===== src/rtl/sdram_host_arbiter.sv =====
// Round-robin arbiter sharing the sdram_controller host port
// between the SPI2 bridge (port 0) and the fabric master (port 1).
module sdram_host_arbiter #(
  parameter int ADDR_W = 32,
  parameter int DATA_W = 16,
  parameter int RD_TIMEOUT = 1024,
  parameter logic [DATA_W-1:0] ERR_DATA = 16'hDEAD
) (
  input  logic              clk,
  input  logic              rst_n,
  input  logic [1:0]        req_i,
  input  logic [1:0]        we_i,
  input  logic [ADDR_W-1:0] addr0_i,
  input  logic [ADDR_W-1:0] addr1_i,
  input  logic [DATA_W-1:0] wdata0_i,
  input  logic [DATA_W-1:0] wdata1_i,
  output logic [1:0]        ack_o,
  output logic              err_o,
  output logic [DATA_W-1:0] rdata_o,
  output logic [ADDR_W-1:0] sd_wr_addr,
  output logic [DATA_W-1:0] sd_wr_data,
  output logic              sd_wr_enable,
  output logic [ADDR_W-1:0] sd_rd_addr,
  output logic              sd_rd_enable,
  input  logic [DATA_W-1:0] sd_rd_data,
  input  logic              sd_rd_ready,
  input  logic              sd_busy
);

  localparam int CW = $clog2(RD_TIMEOUT) + 1;
  localparam logic [CW-1:0] CNT_MAX = CW'(RD_TIMEOUT - 1);

  typedef enum logic [1:0] {
    IDLE,
    CMD,
    WAIT_RD,
    DONE
  } state_t;

  state_t          state;
  logic            last_grant;
  logic            gnt;
  logic            we_q;
  logic [CW-1:0]   cnt;

  logic              pick;
  logic [ADDR_W-1:0] sel_addr;
  logic [DATA_W-1:0] sel_wdata;

  // On a tie the port that did not win last time gets the bus.
  assign pick      = (req_i == 2'b11) ? ~last_grant : req_i[1];
  assign sel_addr  = pick ? addr1_i : addr0_i;
  assign sel_wdata = pick ? wdata1_i : wdata0_i;

  always_ff @(posedge clk or negedge rst_n) begin
    if (!rst_n) begin
      state        <= IDLE;
      last_grant   <= 1'b1;
      gnt          <= 1'b0;
      we_q         <= 1'b0;
      cnt          <= '0;
      ack_o        <= 2'b00;
      err_o        <= 1'b0;
      rdata_o      <= '0;
      sd_wr_addr   <= '0;
      sd_wr_data   <= '0;
      sd_wr_enable <= 1'b0;
      sd_rd_addr   <= '0;
      sd_rd_enable <= 1'b0;
    end else begin
      sd_wr_enable <= 1'b0;
      sd_rd_enable <= 1'b0;
      ack_o        <= 2'b00;
      err_o        <= 1'b0;
      unique case (state)
        IDLE: begin
          if (!sd_busy && |req_i) begin
            gnt        <= pick;
            last_grant <= pick;
            we_q       <= we_i[pick];
            state      <= CMD;
            // Command fields are latched straight into the controller regs.
            if (we_i[pick]) begin
              sd_wr_enable <= 1'b1;
              sd_wr_addr   <= sel_addr;
              sd_wr_data   <= sel_wdata;
            end else begin
              sd_rd_enable <= 1'b1;
              sd_rd_addr   <= sel_addr;
            end
          end
        end
        CMD: begin
          if (we_q) begin
            ack_o <= gnt ? 2'b10 : 2'b01;
            state <= DONE;
          end else begin
            cnt   <= '0;
            state <= WAIT_RD;
          end
        end
        WAIT_RD: begin
          if (sd_rd_ready) begin
            rdata_o <= sd_rd_data;
            ack_o   <= gnt ? 2'b10 : 2'b01;
            state   <= DONE;
          end else if (cnt == CNT_MAX) begin
            rdata_o <= ERR_DATA;
            err_o   <= 1'b1;
            ack_o   <= gnt ? 2'b10 : 2'b01;
            state   <= DONE;
          end else begin
            cnt <= cnt + CW'(1);
          end
        end
        DONE: begin
          state <= IDLE;
        end
        default: state <= IDLE;
      endcase
    end
  end

endmodule


===== config.mk =====
export PLATFORM = sky130hd
export DESIGN_NAME = sdram_host_arbiter
export DESIGN_NICKNAME = d
export VERILOG_FILES = /design/src/rtl/sdram_host_arbiter.sv
export SDC_FILE = /design/constraint.sdc
export NUM_CORES = 1
export LEC_CHECK = 0
export ABC_AREA = 1
export ABC_CLOCK_PERIOD_IN_PS = 1600
export CAP_MARGIN = 0
export CELL_PAD_IN_SITES_DETAIL_PLACEMENT = 1
export CELL_PAD_IN_SITES_GLOBAL_PLACEMENT = 2
export CORE_UTILIZATION = 22
export DETAILED_ROUTE_END_ITERATION = 10
export GPL_ROUTABILITY_DRIVEN = 0
export PLACE_DENSITY = 0.75
export SETUP_SLACK_MARGIN = 0.15
export SLEW_MARGIN = 20
export SYNTH_ARGS = -nofsm -noshare
export SYNTH_HDL_FRONTEND = slang
export SYNTH_SLANG_ARGS = --single-unit

===== constraint.sdc =====
create_clock -name clk -period 1.6 [get_ports clk]
set_input_delay 0.32 -clock clk [delete_from_list [all_inputs] [get_ports clk]]
set_output_delay 0.32 -clock clk [all_outputs]
set_load 0.02 [all_outputs]

==> flow_summary.ini, run 1 <==
[logic_synthesis]
ys.flop_type = dfrtp_1
syn_area_um2 = 5570
synthSimpleGateAreaFrac = 0.311
ys_warn_count = 0
yosysTopAreaCellShare = 0.521
synth_top_family_by_area = simple AND/OR/NAND/NOR gates
synth-xor-area-share = 0.00157
synth_top_area_cell = dfrtp_1
synth_cell_types = 30
synthMuxAreaShare = 0
synth_fa_ha_area_frac = 0.0112
yosysSeqAreaShare = 0.526
synth.area.top_cells = dfrtp_1, nand2_1, o21ai_0
synth_nets = 812
synth_most_common_cell = nand2_1
postSynthCellCount = 687
synth_edf_count = 0
synth-compound-area-share = 0.0968
synthArstFlopShare = 1.00
avgSynthCellArea_um2 = 8.11
synth_seq_cells = 117
synth_common_cells = nand2_1, dfrtp_1, o21ai_0

[critical_path]
cpPeakStageDelay_ns = 0.55
crit_required_ns = 1.90
crit_fanout = 7
worstPathCellList = nand2_2 -> nand2_4 -> o21ai_4 -> nor2_4 -> clkinv_4 -> buf_12 -> buf_16 -> nand2_1 -> nand2_1
cp_slowest_cell = dfstp_2
crit_type = register to register
worstPathArrival_ns = 2.00
cp-start-kind = register
end_kind = register
cp_common_cell = nand2_1

[timing]
fmax_mhz = 587
worst_slack_ns = -0.102
worst_pin_slew_ns = 0.370
tns_ns = -4.52
period_needed_ns = 1.70
setup_viol = 96
slew_violations = 0
max-slew-margin-rel = 0.753
hold_viol_final = 0
holdWs_ns = 0.370
rsz0062_at_grt = true
period_share = 1.06
clock_skew_ns = 0.00886

[layout]
multi_input_area_um2 = 3210
fillCellCount = 2751
regArea_um2 = 2930
antenna_cells = 0
finalNetCount = 1117
drive_above_1_share = 0.442
syn_to_final_growth_pct = 93.0

[global_route]
grt_max_degree = 44
antenna_found_initial = 0
grt_pass1_wl_mm = 35.7
grt_util_met1 = 0.219
grt_pass1_vias = 6163
grt_usage = 0.180
use_met2 = 0.306
overflow = 0
met3_usage = 0.0562
gr-max-usage-layer = met2

[route]
drtPass1Iterations = 4
route.detailed.drc = 0
antenna_left = 0
wl_mm = 23.1
wl_per_cell_um = 17.4
vias = 5769
drt-vias-per-instance = 4.35
drtIter0Drc = 211

[pwr]
pwr_density_cell_nw_per_um2 = 1740
leakage_nw = 5.29
vdd_drop_max_mv = 0.601

[clock_tree]
cts_made_buffers = 17
numClockSinks = 117
cts-root-buf = clkbuf_16
clock_path_buffers = 2
tritoncts = done
clk_latency_ns = 0.41
cts_max_level = 4
clkSlewWorstSetupHoldPaths_ns = 0.06

[floorplan]
io_pins = 221
initial_core_util = 0.226
core_area_um2 = 24600
die-area_um2 = 26000
row_count = 57
die_w_um = 161
dieHeight_um = 161

[flow_run]
maxCapViolCount = 0

[place]
port_buffers = 220
dp_hpwl_mm = 14.6

[min_path]
hold_class = input pin to asynchronous set/reset pin

[run_status]
failed_checks = setup timing
status = complete, but fails checks
## stage by stage
stage / utilization / power [mW] / worst slack (ns) / instances / instance area [µm²]
global route: 0.437 / 19.9 / -0.185 / 1327 / 10800
detailed placement: 0.343 / 12.5 / -0.350 / 1231 / 8450
finish: 0.437 / 18.7 / -0.102 / 1327 / 10800
floorplan: - / 8.54 / 0.152 / 687 / 5580
CTS: 0.415 / 18.1 / -0.0602 / 1304 / 10200
global placement: 0.343 / 12.4 / -0.290 / 1231 / 8450
## routing by layer
layer  vias to the layer above  routed length, µm
li1                       2758                  -
met1                      2822               9620
met2                       168              11600
met3                        21               1630
met4                         0                263
met5                         -                  0
## final timing paths
path / from / slack [ns] / cells past startpoint / endpoint
setup / recovery: last_grant$_DFFE_PN1P_ / -0.10 / 9 / sd_wr_data[15]$_DFFE_PN0P_
hold / removal: rst_n / 0.37 / 2 / rdata_o[4]$_DFFE_PN0P_
setup reg to reg: last_grant$_DFFE_PN1P_ / -0.10 / 9 / sd_wr_data[15]$_DFFE_PN0P_
hold reg to reg: gnt$_DFFE_PN0P_ / 0.45 / 1 / ack_o[0]$_DFF_PN0_
max in group asynchronous: rst_n / 0.63 / 3 / last_grant$_DFFE_PN1P_
min in group clk: gnt$_DFFE_PN0P_ / 0.45 / 1 / ack_o[0]$_DFF_PN0_
## kinds of logic (layout without fill, tap and decap cells)
group | after synthesis | count (layout)
flops | 117 | 117
xor+xnor | 1 | 1
buf+inv | 64 | 380
compound gates | 75 | 75
fa+ha+maj | 5 | 5
simple gates | 425 | 425
## layout by cell type, fill, tap and decap left out, drive strengths merged, types with 11 or more instances in the layout
master | netlist | layout
a21oi | 11 | 11
buf | 20 | 97
o211ai | 18 | 18
clkbuf | 15 | 89
dfrtp | 116 | 116
nand3 | 19 | 19
o21ai | 45 | 45
nand2 | 355 | 355
clkdlybuf4s50 | 0 | 116
clkdlybuf4s15 | 0 | 33
or2 | 18 | 18
inv | 29 | 28
nor2 | 30 | 30
## critical path, delay by kind of cell, from the launching register on
| kind | cells | cell delay [ns] |
|---|---|---|
| compound gates | 1 | 0.09 |
| simple gates | 5 | 0.46 |
| flops | 1 | 0.55 |
| buf+inv | 3 | 0.47 |
## final cells by class
type	count	area share
Tap cell	324	0.0377
Sequential cell	117	0.273
Clock inverter	7	0.0155
Inverter	29	0.0126
Timing Repair Buffer	321	0.316
Multi-Input combinational cell	506	0.299
Clock buffer	23	0.0472
## state kept, by name, indices dropped and copies added (netlist names)
name and flops:
sd_rd_addr 32, sd_wr_enable 1, sd_wr_data 16, sd_wr_addr 32, rdata_o 16, err_o 1
last_grant 1, gnt 1, we_q 1, sd_rd_enable 1, state 2, ack_o 2
cnt 11
## power by group
part / internal [mW] / leakage [nW] / switching, mW / total, mW
Sequential: 4.20 / 1.47 / 0.799 / 5.00
Clock: 3.00 / 0.328 / 1.41 / 4.41
Combinational: 4.19 / 3.50 / 5.12 / 9.32
## timing repair
action,CTS,global route
cloned,13,5
setup buffers,29,18
resized for setup,344,254
hold endpoints to repair,20,0
hold buffers,1,0
pin swaps,49,67
endpoints found under the setup margin,210,189
(Power assumes the default switching activity.)
==> run 2, diff against run 1 <==
--- a/config.mk
+++ b/config.mk
@@ -15,7 +15,7 @@
 export GPL_ROUTABILITY_DRIVEN = 0
 export PLACE_DENSITY = 0.75
 export SETUP_SLACK_MARGIN = 0.15
-export SLEW_MARGIN = 20
+export SLEW_MARGIN = 40
 export SYNTH_ARGS = -nofsm -noshare
 export SYNTH_HDL_FRONTEND = slang
 export SYNTH_SLANG_ARGS = --single-unit
==> constraint.sdc (replaced) <==
create_clock -name clk -period 1.6 [get_ports clk]
set_input_delay 0.16 -clock clk [delete_from_list [all_inputs] [get_ports clk]]
set_output_delay 0.16 -clock clk [all_outputs]
set_load 0.02 [all_outputs]
==> run 2 against run 1 <==
  * The run still ends with setup timing left
  * Clock power shrank 12%
  * First-iteration DRC count shrank 13%
  * Critical path depth is the same
  * Maximum frequency grew 2.2%
  * Count of clock-buffer cells in the layout shrank 4
  * Global-route usage shrank 1.8 points
==> flow_summary.ini, run 2 (synthesis results as in run 1) <==
[run_status]
status = complete, but fails checks
failed_checks = setup timing

[global_route]
grt_max_degree = 38
grt_util_met1 = 0.200
gr-max-usage-layer = met2
met3_usage = 0.0580
overflow = 0
grt_usage = 0.162
grt_pass1_wl_mm = 32.8
use_met2 = 0.270
grt_pass1_vias = 5878
antenna_found_initial = 0

[timing]
max-slew-margin-rel = 0.676
tns_ns = -2.48
period_share = 1.04
clock_skew_ns = 0.00863
hold_viol_final = 0
worst_pin_slew_ns = 0.486
rsz0062_at_grt = true
setup_viol = 73
holdWs_ns = 0.262
slew_violations = 0
worst_slack_ns = -0.0663
period_needed_ns = 1.67
fmax_mhz = 600

[critical_path]
cpPeakStageDelay_ns = 0.56
end_kind = register
crit_fanout = 5
worst-path-stages = 9
crit_required_ns = 1.95
timing.rr.start = last_grant$_DFFE_PN1P_
crit_type = register to register
worstPathArrival_ns = 2.02
cp_common_cell = buf_4
cp-start-kind = register
r2r_cells = 9
worst_r2r_endpoint = sd_wr_data[5]$_DFFE_PN0P_
worstPathCellList = nand2_2 -> nand2_4 -> buf_6 -> o21ai_4 -> nor2_4 -> buf_4 -> buf_4 -> o211ai_1 -> nand2_1
path_buf_inv = 3
path_delay_family = flip-flops
cp_slowest_cell = dfstp_2
reg2reg_slack_ns = -0.07

[route]
drt-vias-per-instance = 4.27
route.detailed.drc = 0
drtIter0Drc = 183
antenna_left = 0
drtPass1Iterations = 4
wl_per_cell_um = 16.8
vias = 5561
wl_mm = 21.8

[floorplan]
initial_core_util = 0.226
die-area_um2 = 26000
die_w_um = 161
dieHeight_um = 161
row_count = 57
core_area_um2 = 24600
io_pins = 221

[layout]
fillCellCount = 2867
regArea_um2 = 2930
drive_above_1_share = 0.274
antenna_cells = 0
final_cell_mix = nand2_1, clkdlybuf4s50_1, dfrtp_1
multi_input_area_um2 = 2870
syn_to_final_growth_pct = 80.3
stdcell_count = 1302
largestRegisters = sd_rd_addr (32), sd_wr_addr (32)
finalNetCount = 1090
final_util = 0.408
final_common_cell = nand2_1

[clock_tree]
cts_made_buffers = 17
clk_latency_ns = 0.41
tritoncts = done
cts-root-buf = clkbuf_16
clock_path_buffers = 2
numClockSinks = 117
clkSlewWorstSetupHoldPaths_ns = 0.06
cts_max_level = 4

[pwr]
pwr_density_cell_nw_per_um2 = 1710
vdd_drop_max_mv = 0.568
p_total_mw = 17.1
leakage_nw = 5.07

[place]
placedCellCount = 1232
port_buffers = 220
dp_hpwl_mm = 14.6

[flow_run]
maxCapViolCount = 0

[min_path]
hold_class = input pin to asynchronous set/reset pin
run 2: worst max-delay path by stage:
stage                                  to  slack [ns]                    from
2_1_floorplan          cnt[5]$_DFFE_PN0P_        0.15    state[0]$_DFFE_PN0P_
3_3_place_gp   sd_rd_addr[27]$_DFFE_PN0P_       -0.20                req_i[1]
3_5_place_dp   sd_rd_addr[27]$_DFFE_PN0P_       -0.21                req_i[0]
4_1_cts        sd_rd_addr[30]$_DFFE_PN0P_       -0.02  last_grant$_DFFE_PN1P_
5_1_grt         sd_wr_data[6]$_DFFE_PN0P_       -0.13  last_grant$_DFFE_PN1P_
6_report        sd_wr_data[5]$_DFFE_PN0P_       -0.07  last_grant$_DFFE_PN1P_
run 2: through the flow:
step                worst slack (ns)  instance area [µm²]
finish                       -0.0663                10000
CTS                          -0.0202                 9300
floorplan                      0.152                 5580
global route                  -0.131                10000
global placement              -0.204                 8450
detailed placement            -0.205                 8450
run 2: area by class of cell:
type	count	share of cell area
timing repair buffer	294	0.311
tap	324	0.0404
sequential	117	0.292
clock inverter	13	0.0157
multi-input combinational	506	0.286
inverter	29	0.0121
clock buffer	19	0.0431
run 2: power by group:
part | total (mW) | internal, mW | switching (mW)
logic | 8.30 | 3.52 | 4.78
registers | 4.96 | 4.20 | 0.759
clock network | 3.87 | 2.44 | 1.43
run 2: timing repair:
item / CTS / global route
hold buffers: 1 / 0
cloned: 2 / 11
buffers inserted: 12 / 12
pin swaps: 20 / 29
endpoints found under the hold margin: 27 / 0
resized for setup: 201 / 118
endpoints found under the setup margin: 212 / 113
run 2: metal layers:
layer | share of wire | wire length, µm | vias to the layer above
met3 | 0.073 | 1600 | 11
li1 | - | - | 2712
met2 | 0.49 | 10700 | 145
met1 | 0.43 | 9410 | 2693
met5 | 0 | 0 | -
met4 | 0.0077 | 168 | 0
==> run 3, diff against run 2 <==
--- a/config.mk
+++ b/config.mk
@@ -14,6 +14,7 @@
 export DETAILED_ROUTE_END_ITERATION = 10
 export GPL_ROUTABILITY_DRIVEN = 0
 export PLACE_DENSITY = 0.75
+export RECOVER_POWER = 100
 export SETUP_SLACK_MARGIN = 0.15
 export SLEW_MARGIN = 40
 export SYNTH_ARGS = -nofsm -noshare
==> run 3 against run 2 <==
  * Clock skew rose by 0.0010 ns
  * Register-to-register slack about the same
  * Critical endpoint unchanged
  * Clock power is essentially flat
  * Non-clock buffer count is the same
  * Global-route usage unchanged
  * Largest power group unchanged
  * Maximum frequency grew 0.47%
  * The run still ends with setup timing left
  * Largest cell class unchanged
  * Combinational power fell by 0.5%
==> flow_summary.ini, run 3 (synthesis results as in run 1) <==
[run_status]
status = complete, but fails checks
failed_checks = setup timing

[clock_tree]
tritoncts = done
cts_max_level = 4
cts-root-buf = clkbuf_16
numClockSinks = 117
clk_latency_ns = 0.41
clkSlewWorstSetupHoldPaths_ns = 0.06
cts_made_buffers = 17
clock_path_buffers = 2

[floorplan]
io_pins = 221
initial_core_util = 0.226
die-area_um2 = 26000
die_w_um = 161
core_area_um2 = 24600
dieHeight_um = 161
row_count = 57

[critical_path]
crit_required_ns = 1.95
crit_fanout = 5
crit_type = register to register
end_kind = register
worstPathArrival_ns = 2.01
cp-start-kind = register

[place]
dp_slack_ns = -0.205
dp_hpwl_mm = 14.6
placedCellCount = 1232
port_buffers = 220

[layout]
syn_to_final_growth_pct = 79.0
final_util = 0.405
stdcell_count = 1302
largestRegisters = sd_rd_addr (32), sd_wr_addr (32)
drive_above_1_share = 0.271
final_cell_mix = nand2_1, clkdlybuf4s50_1, dfrtp_1
final_common_cell = nand2_1
finalNetCount = 1090
antenna_cells = 0

[route]
drtPass1Iterations = 4
drtIter0Drc = 182
wl_per_cell_um = 16.8
route.detailed.drc = 0
antenna_left = 0
wl_mm = 21.8
vias = 5562
drt-vias-per-instance = 4.27

[timing]
fmax_mhz = 603
hold_viol_final = 0
max-slew-margin-rel = 0.449
period_needed_ns = 1.66
period_share = 1.04
worst_pin_slew_ns = 0.827
clock_skew_ns = 0.00967
setup_viol = 75
rsz0062_at_grt = true
worst_slack_ns = -0.0584
holdWs_ns = 0.299
slew_violations = 0

[global_route]
grt_pass1_vias = 5878
overflow = 0
grt_pass1_wl_mm = 32.8
antenna_found_initial = 0
grt_max_degree = 38
grt_usage = 0.162

[pwr]
vdd_drop_max_mv = 0.565
pwr_density_cell_nw_per_um2 = 1710
leakage_nw = 5.05

[flow_run]
maxCapViolCount = 0

[min_path]
hold_class = input pin to register
[run 3: cell count changes in the layout (fill, tap and decap cells not counted), sizes merged]
| cell | previous run | this run |
|---|---|---|
| buf | 64 | 60 |
| clkbuf | 29 | 33 |
[run 3: path summary, 6_finish.rpt]
| path | endpoint | slack, ns | start | cells after the start |
|---|---|---|---|---|
| worst max-delay path | sd_wr_data[5]$_DFFE_PN0P_ | -0.06 | last_grant$_DFFE_PN1P_ | 9 |
| worst min-delay path | rdata_o[4]$_DFFE_PN0P_ | 0.30 | sd_rd_data[4] | 3 |
| worst max register to register | sd_wr_data[5]$_DFFE_PN0P_ | -0.06 | last_grant$_DFFE_PN1P_ | 9 |
| worst min register to register | ack_o[0]$_DFF_PN0_ | 0.45 | gnt$_DFFE_PN0P_ | 1 |
| max in group asynchronous | cnt[5]$_DFFE_PN0P_ | 0.19 | rst_n | 3 |
| min in group asynchronous | rdata_o[1]$_DFFE_PN0P_ | 0.39 | rst_n | 2 |
[run 3: area by class of cell]
class,instances,area [µm²]
clock inverters,13,158
repair buffers,294,3080
multi-input cells,506,2840
inverters,29,121
fillers,2873,14600
clock buffers,19,433
flip-flops and latches,117,2930
well taps,324,405
[run 3: power by group]
part / internal, mW / leakage, nW / switching, mW
clock: 2.44 / 0.279 / 1.43
combinational: 3.49 / 3.31 / 4.76
sequential: 4.20 / 1.47 / 0.751
[run 3: critical path, stage by stage (launching register included)]
cell,delay (ns)
dfstp_2,0.56
nand2_2,0.07
nand2_4,0.12
buf_6,0.12
o21ai_4,0.06
nor2_4,0.16
buf_4,0.18
buf_4,0.16
o211ai_1,0.09
nand2_1,0.07
[run 3: per-stage QoR]
| stage | area [µm²] | power [mW] | TNS [ns] |
|---|---|---|---|
| final | 9970 | 17.1 | -2.08 |
| after global routing | 9970 | 18.2 | -10.01 |
| after CTS | 9300 | 16.2 | -0.274 |
| after detailed placement | 8450 | 12.5 | -12.72 |
| after global placement | 8450 | 12.4 | -10.77 |
| after floorplan | 5580 | 8.54 | 0 |
[run 3: what timing repair did]
| action | 4_1_cts | 5_1_grt |
|---|---|---|
| hold endpoints to repair | 27 | 0 |
| hold buffers | 1 | 0 |
| pin swaps | 20 | 29 |
| resized for setup | 201 | 118 |
| endpoints found under the setup margin | 212 | 113 |
| buffers inserted | 12 | 12 |
| cloned | 2 | 11 |
[run 3: routing by layer]
metal	global-route usage	routed length (µm)	vias up	part of all wire
li1	-	-	2710	-
met1	0.200	9370	2695	0.43
met2	0.270	10700	147	0.49
met3	0.0580	1600	10	0.073
met4	0.0360	160	0	0.0073
met5	0	0	-	0
